**config.mk**
```make
export PLATFORM = sky130hd
export DESIGN_NAME = lz_skip_divider
export DESIGN_NICKNAME = d
export VERILOG_FILES = /design/src/rtl/div_pkg.sv /design/src/rtl/div_step.sv /design/src/rtl/lz_skip_divider.sv
export SDC_FILE = /design/constraint.sdc
export NUM_CORES = 1
export LEC_CHECK = 0
export BUFFER_PORTS_ARGS = -buffer_cell sky130_fd_sc_hd__buf_4
export CAP_MARGIN = 30
export CORE_MARGIN = 10
export CORE_UTILIZATION = 45
export CTS_BUF_LIST = sky130_fd_sc_hd__clkbuf_16
export CTS_CLUSTER_SIZE = 25
export DETAILED_ROUTE_END_ITERATION = 8
export PLACE_DENSITY = 0.72
export SLEW_MARGIN = 15
export SYNTH_ARGS = -nofsm -noshare
export SYNTH_HDL_FRONTEND = slang
export SYNTH_SLANG_ARGS = --single-unit
```
**constraint.sdc**
```tcl
create_clock -name clk -period 3.7 [get_ports clk]
set_clock_uncertainty 0.2 [all_clocks]
set_input_delay 0.185 -clock clk [delete_from_list [all_inputs] [get_ports clk]]
set_output_delay 0.185 -clock clk [all_outputs]
set_load 0.05 [all_outputs]
```
**src/rtl/div_pkg.sv**
```systemverilog
// Shared types and constants for the leading-zero-skipping restoring divider.
package div_pkg;

  localparam int W        = 16;
  localparam int IDX_W    = 4;
  localparam int SKIP_MIN = 8;

  typedef enum logic [1:0] {
    IDLE = 2'd0,
    ITER = 2'd1,
    ZERO = 2'd2,
    DONE = 2'd3
  } state_e;

  // The encoder reports 0 below its valid range, so low indices mean "unknown: do all W bits".
  function automatic logic [IDX_W:0] iter_count(input logic [IDX_W-1:0] msb_pos);
    if (msb_pos >= IDX_W'(SKIP_MIN))
      return {1'b0, msb_pos} + (IDX_W+1)'(1);
    else
      return (IDX_W+1)'(W);
  endfunction

endpackage

```
**src/rtl/div_step.sv**
```systemverilog
// One combinational restoring-division step: shift in a dividend bit, subtract if it fits.
module div_step
  import div_pkg::*;
(
  input  logic [W-1:0] rem_in,
  input  logic         din,
  input  logic [W-1:0] divisor,
  output logic [W-1:0] rem_out,
  output logic         q_bit
);

  logic [W:0] shifted;

  // The restored remainder is always below the divisor, so W bits hold it between steps.
  always_comb begin
    shifted = {rem_in, din};
    if (shifted >= {1'b0, divisor}) begin
      rem_out = W'(shifted - {1'b0, divisor});
      q_bit   = 1'b1;
    end else begin
      rem_out = shifted[W-1:0];
      q_bit   = 1'b0;
    end
  end

endmodule

```
**src/rtl/lz_skip_divider.sv**
```systemverilog
// Iterative restoring divider that starts at the encoder-reported msb, skipping leading-zero steps.
//   state | meaning
//   IDLE  | waiting for operands, in_ready high
//   ITER  | one quotient bit per cycle, k counts down to 0
//   ZERO  | divisor was 0, load saturated result
//   DONE  | result held until out_ready
module lz_skip_divider
  import div_pkg::*;
(
  input  logic             clk,
  input  logic             rst_n,
  input  logic             in_valid,
  output logic             in_ready,
  input  logic [W-1:0]     dividend,
  input  logic [W-1:0]     divisor,
  input  logic [IDX_W-1:0] msb_pos,
  output logic             out_valid,
  input  logic             out_ready,
  output logic [W-1:0]     quotient,
  output logic [W-1:0]     remainder,
  output logic             div_zero
);

  state_e           state_q, state_d;
  logic [W-1:0]     dividend_q, dividend_d;
  logic [W-1:0]     divisor_q, divisor_d;
  logic [W-1:0]     rem_q, rem_d;
  logic [W-1:0]     q_q, q_d;
  logic [IDX_W-1:0] k_q, k_d;
  logic             div_zero_q, div_zero_d;
  logic             out_valid_q, out_valid_d;
  logic             in_ready_q, in_ready_d;

  logic [W-1:0]     step_rem;
  logic             step_q;
  logic [IDX_W-1:0] k_start;

  div_step u_step (
    .rem_in  (rem_q),
    .din     (dividend_q[k_q]),
    .divisor (divisor_q),
    .rem_out (step_rem),
    .q_bit   (step_q)
  );

  always_comb begin
    state_d     = state_q;
    dividend_d  = dividend_q;
    divisor_d   = divisor_q;
    rem_d       = rem_q;
    q_d         = q_q;
    k_d         = k_q;
    div_zero_d  = div_zero_q;
    out_valid_d = out_valid_q;
    in_ready_d  = in_ready_q;
    k_start     = IDX_W'(iter_count(msb_pos) - (IDX_W+1)'(1));

    case (state_q)
      IDLE: begin
        if (in_valid && in_ready_q) begin
          dividend_d = dividend;
          divisor_d  = divisor;
          rem_d      = '0;
          q_d        = '0;
          div_zero_d = 1'b0;
          k_d        = k_start;
          in_ready_d = 1'b0;
          state_d    = (divisor == '0) ? ZERO : ITER;
        end
      end
      ITER: begin
        rem_d      = step_rem;
        q_d[k_q]   = step_q;
        if (k_q == '0)
          state_d = DONE;
        else
          k_d = k_q - IDX_W'(1);
      end
      ZERO: begin
        q_d        = '1;
        rem_d      = dividend_q;
        div_zero_d = 1'b1;
        state_d    = DONE;
      end
      DONE: begin
        // out_valid is registered, so the first DONE cycle only raises it.
        if (!out_valid_q) begin
          out_valid_d = 1'b1;
        end else if (out_ready) begin
          out_valid_d = 1'b0;
          in_ready_d  = 1'b1;
          state_d     = IDLE;
        end
      end
      default: state_d = IDLE;
    endcase
  end

  always_ff @(posedge clk or negedge rst_n) begin
    if (!rst_n) begin
      state_q     <= IDLE;
      dividend_q  <= '0;
      divisor_q   <= '0;
      rem_q       <= '0;
      q_q         <= '0;
      k_q         <= '0;
      div_zero_q  <= 1'b0;
      out_valid_q <= 1'b0;
      in_ready_q  <= 1'b1;
    end else begin
      state_q     <= state_d;
      dividend_q  <= dividend_d;
      divisor_q   <= divisor_d;
      rem_q       <= rem_d;
      q_q         <= q_d;
      k_q         <= k_d;
      div_zero_q  <= div_zero_d;
      out_valid_q <= out_valid_d;
      in_ready_q  <= in_ready_d;
    end
  end

  assign in_ready  = in_ready_q;
  assign out_valid = out_valid_q;
  assign quotient  = q_q;
  assign remainder = rem_q;
  assign div_zero  = div_zero_q;

endmodule

```
# After elaboration in Yosys (flattened, before gate mapping)
# Index checks and enable logic that the tools add are counted.
# totals
inputBits,40
out_inout_bits,35
elab_cells,67
reg_bits,73
# op_classes
eq_ne,8
n_reduce_logical,15
order_cmp,4
mux,27
addsub,4
# ops
operator,n
$pmux W16 S3,2
$mux W16,2
$ge A17 B16 Y1,1
$bwmux W16,1
$logic_not A16 Y1,1
$sub A16 B16 Y16,1
$mux W4,3
$mux W2,5
$ne A2 B2 Y1 const B,5
$mux W1,8
$pmux W2 S4,1
$pmux W4 S2,1
$reduce_and A4 Y1,2
$sub A4 B1 Y4 const B,2
$reduce_and A2 Y1,3
$reduce_bool A2 Y1,3
$lt A4 B5 Y1 const B,1
$add A4 B1 Y4 const B,1
$bmux W1 S4,1
$demux W1 S4,1
$eq A2 B2 Y1 const B,2
$ge A4 B1 Y1 const B,1
$ge A4 B4 Y1 const B,1
$logic_not A4 Y1,1
other kinds (6),8

# Logic depth before layout (Yosys ltp)
# logic_depth
depth_word,6
ltp_mapped,14
ltp_nobuf,13

# Modules after synthesis
# A second synthesis with hierarchy kept.
# hier_totals
cells_unflattened,480
hier_area_um2,4873.4
# modules_own_cells
module,instances,area_per_inst_um2,seq_area_each_um2,cells_per_inst
lz_skip_divider,1,3703.6,1828.0,327
div_step,1,1169.9,0.0,153

# Least setup slack after synthesis
# No wires, ideal clock.
# synth_timing
path_kind,flip-flop to flip-flop
from,reg k_q[0]
to,"reg q_q[14], in the netlist quotient[14]"
stages_incl_launch_ff,12
synth_period_minus_slack_ps,3376
t_arrival_ps,3043
path_buffers,0
t_required_ps,3366
setup_ps,134
slack_ps,324
cell_sequence,dfrtp_1 -> mux4_2 -> mux2_2 -> o21ai_0 -> ha_1 -> nor2b_1 -> o2111a_1 -> nor4_4 -> or4_4 -> nand2_2 -> o311ai_0 -> a21oi_1
# synth_between
elab_chain_cells,6
elab_cells_between_ends,11
classes_between,3 x order compare; 7 x mux; 1 x reduce/logical
# synth_rtl
element,line,source
"start, declared",lz_skip_divider.sv:29,"logic [IDX_W-1:0] k_q, k_d;"
"start signal, assigned",lz_skip_divider.sv:116,k_q <= k_d;
$bmux W1 S4 (tied with other cells),lz_skip_divider.sv:40,".din (dividend_q[k_q]),"
$mux W1 (implied by the code) or $logic_and A1 B1 Y1 (tied branches),"lz_skip_divider.sv:40, lz_skip_divider.sv:73",
$ge A17 B16 Y1 or $mux W1 (tied branches),"div_step.sv:17, lz_skip_divider.sv:73",
$mux W1 or $demux W1 S4 (tied branches),"div_step.sv:17, lz_skip_divider.sv:73",
$bwmux W16 (*),lz_skip_divider.sv:73,q_d[k_q] = step_q;
$pmux W16 S3 (*),lz_skip_divider.sv:58,case (state_q)
"end signal, assigned",lz_skip_divider.sv:115,q_q <= q_d;
"end, declared",lz_skip_divider.sv:28,"logic [W-1:0] q_q, q_d;"
# Every way passes the cells marked *; elsewhere a longest branch is shown, timed or not. The select of a mux whose other input is x is not followed.
# A chain may end at the register's enable or synchronous reset.

# Worst setup path after layout
# layout_timing
from,reg k_q[0]
to,"reg rem_q[11], in the netlist remainder[11]"
# layout_between
elab_chain_cells,5
elab_cells_between_ends,6
classes_between,1 x add/sub; 1 x order compare; 4 x mux
# layout_rtl
element,line,source
$bmux W1 S4 (*),lz_skip_divider.sv:40,
$mux W1 (implied by the code) (*),lz_skip_divider.sv:40,
$sub A16 B16 Y16 or $ge A17 B16 Y1 (tied branches),"div_step.sv:18, div_step.sv:17",
$mux W16 (*),div_step.sv:17,"if (shifted >= {1'b0, divisor}) begin"
$pmux W16 S3 (*),lz_skip_divider.sv:58,
"end signal, assigned",lz_skip_divider.sv:114,rem_q <= rem_d;
"end, declared",lz_skip_divider.sv:27,"logic [W-1:0] rem_q, rem_d;"
# Marked as above.

==> results.ini <==
[setup_path]
crit_end=remainder[11]
r2r_start=k_q[0]
crit_fanout=6
r2r_end=remainder[11]
cp.arrival_ns=3.49
worstPathCellList=mux4_2 -> mux2_2 -> o21ai_2 -> ha_1 -> nor2b_1 -> o2111a_1 -> nor4_4 -> or4_4 -> nand2_2 -> buf_4 -> a31oi_1 -> o21ai_0
crit_type=flip-flop to flip-flop
crit_required_ns=3.72
start_kind=flip-flop
end_kind=flip-flop
startpoint=k_q[0]
slowest_delay_ns=0.53
cp_slowest_cell=mux4_2
worstRegToRegCells=12
rrSetupSlack_ns=0.23

[synth]
synth_async_sr_flop_share=1.00
synth_top_cells_by_area=dfrtp_1, mux2_2, a21oi_1, ha_1, o21ai_0
synthFlopType=dfrtp_1
postSynthCellCount=514
synth_edf_count=0
yosys_warnings=0
ys_types=76
yosysSeqAreaShare=0.368
syn_nets=580
postSynthAreaPerCell_sq_um=9.66
synth_top_cell_by_area=dfrtp_1
synth_top_area_frac=0.363
ys_ff_latch=73
synth.cell_area_sq_um=4970

[cts]
htree_levels=3
clk_latency_ns=0.35
cts_buffers=9
postCtsSetupBuffers=0
clock-root-buffer=clkbuf_16
cts_buffer_depth=2
clock_sinks=73
cts_tree=built
path_clk_slew_ns=0.06

[sta]
setup_viol=0
setup_tns_ns=0
slew_headroom=0.515
fin_crit_sh=0.938
worst_slack_ns=0.228
tightestPinTransition_ns=0.727
fin_crit_ns=3.47
rsz0062_at_grt=no
timing_max_transition_violations_final=0
hold_violations=0
max_freq_ghz=0.288

[routing]
viasPerCell=5.98
first_pass_iters=5
routed_wl_microns=14600
via_count=4555
final_antenna_net_count=0
wl_per_cell_microns=19.2
drtIter0Drc=378
drc=0

[floorplanning]
fp.dieH_microns=125
start_util=0.458
core-area_sq_um=10800
rows=38
die-area_sq_um=15600
die_w_microns=125
pin_count=75

[min_path]
hold_class=input pin to async pin

[status]
status=complete, no violations

[placement]
dpl.hpwl_microns=10500
gp_congestion=0.980
place_ws_ns=-0.100
io_buffers=74

[cells_and_area]
multi_input_area_sq_um=2840
layout_commonest_cell=buf_4
fin_nets=683
antenna_cells_inserted=0
register_area_sq_um=1830
area_delta_synth_final_pct=27.1
layout-drive-gt1-share=0.275
fillers=904
layout_common_cells=buf_4, dfrtp_1, a21oi_1

[job]
drv_cap=0

[grt]
gr-total-overflow=0
grt_use_total=0.181
grt_max_degree=74
grt_pass1_vias=4485
grt_pass1_wl_microns=23600
antenna_found_initial=0

## Yosys cell counts (3+ instances only)
cell type      number
dfrtp_1            72
a21oi_1            70
mux2_2             37
nand2_1            35
o21ai_0            28
inv_1              27
ha_1               25
nor2_1             18
nand3_1            14
clkbuf_1           13
and3_1              9
a311o_1             8
buf_6               8
a31oi_1             7
a21o_1              6
o31ai_1             6
and2_1              5
mux2i_1             5
nand2b_1            5
nor4_1              5
o211ai_1            5
o21a_1              5
o21ai_1             5
xnor2_1             5
xor2_1              5
a211o_1             4
dlygate4sd1_1       4
mux4_2              4
nor2b_1             4
nor3_1              4
a211oi_1            3
a311o_2             3
buf_2               3
o21bai_1            3
o22ai_1             3
o311ai_0            3
## cells by family (layout without fill, tap and decap cells)
| group | Yosys count | count (layout) | share of synthesized area |
|---|---|---|---|
| buffers and inverters | 59 | 167 | 0.0645 |
| adder cells (fa/ha/maj) | 26 | 26 | 0.0670 |
| flip-flops | 73 | 73 | 0.368 |
| XOR/XNOR | 10 | 10 | 0.0176 |
| multiplexers | 46 | 46 | 0.112 |
| AND/OR/NAND/NOR | 119 | 119 | 0.131 |
| AO/OA/AOI/OAI | 181 | 181 | 0.239 |
## cell type report
type,count,area share
clock buffer,9,0.0357
timing repair buffer,124,0.167
multi-input combinational,382,0.449
clock inverter,7,0.0149
inverter,27,0.0161
tap,140,0.0278
sequential,73,0.290
## timing repair
action,4_1_cts,5_1_grt
setup endpoints to repair,4,23
hold buffers,35,0
endpoints found under the hold margin,105,0
pin swaps,0,1
gates resized for setup,2,5
## state kept, by name (all words and copies together), names as in the netlist
| name | cells |
|---|---|
| quotient | 16 |
| state_q | 2 |
| out_valid | 1 |
| in_ready | 1 |
| k_q | 4 |
| divisor_q | 16 |
| remainder | 16 |
| dividend_q | 16 |
| div_zero | 1 |
## critical path: cells and delay by family, from the launching register on
kind	cells	cell delay (ns)
multiplexers	2	0.82
AND/OR/NAND/NOR	4	0.79
AO/OA/AOI/OAI	4	0.75
flip-flops	1	0.43
buffers and inverters	1	0.19
adder cells (fa/ha/maj)	1	0.17
## metal layers
layer  vias to the layer above  global-route usage  share of wire
met5                         -                   0              0
met4                         0              0.0657          0.021
met3                        30              0.0359          0.057
met2                       175               0.294           0.49
met1                      2218               0.232           0.44
li1                       2132                   -              -
## through the flow
step                instance area (sq um)   util  hold slack, ns  cells
floorplan                            4970      -          -0.311    514
global placement                     5600  0.516           0.175    710
detailed placement                   5600  0.516           0.185    710
CTS                                  6270  0.579           0.140    761
global route                         6310  0.582           0.122    762
finish                               6310  0.582          0.0726    762
## worst min-delay path by stage
stage,start,end,slack (ns)
final,rst_n,divisor_q[14],0.07
after global routing,rst_n,divisor_q[4],0.12
after CTS,in_valid,div_zero,0.14
after detailed placement,rst_n,divisor_q[4],0.19
after global placement,rst_n,divisor_q[7],0.18
after floorplan,rst_n,div_zero,-0.31
Power is left out: the tool's default activity adds up to more than one toggle a clock period on the data nets, which glitch-free logic cannot reach.
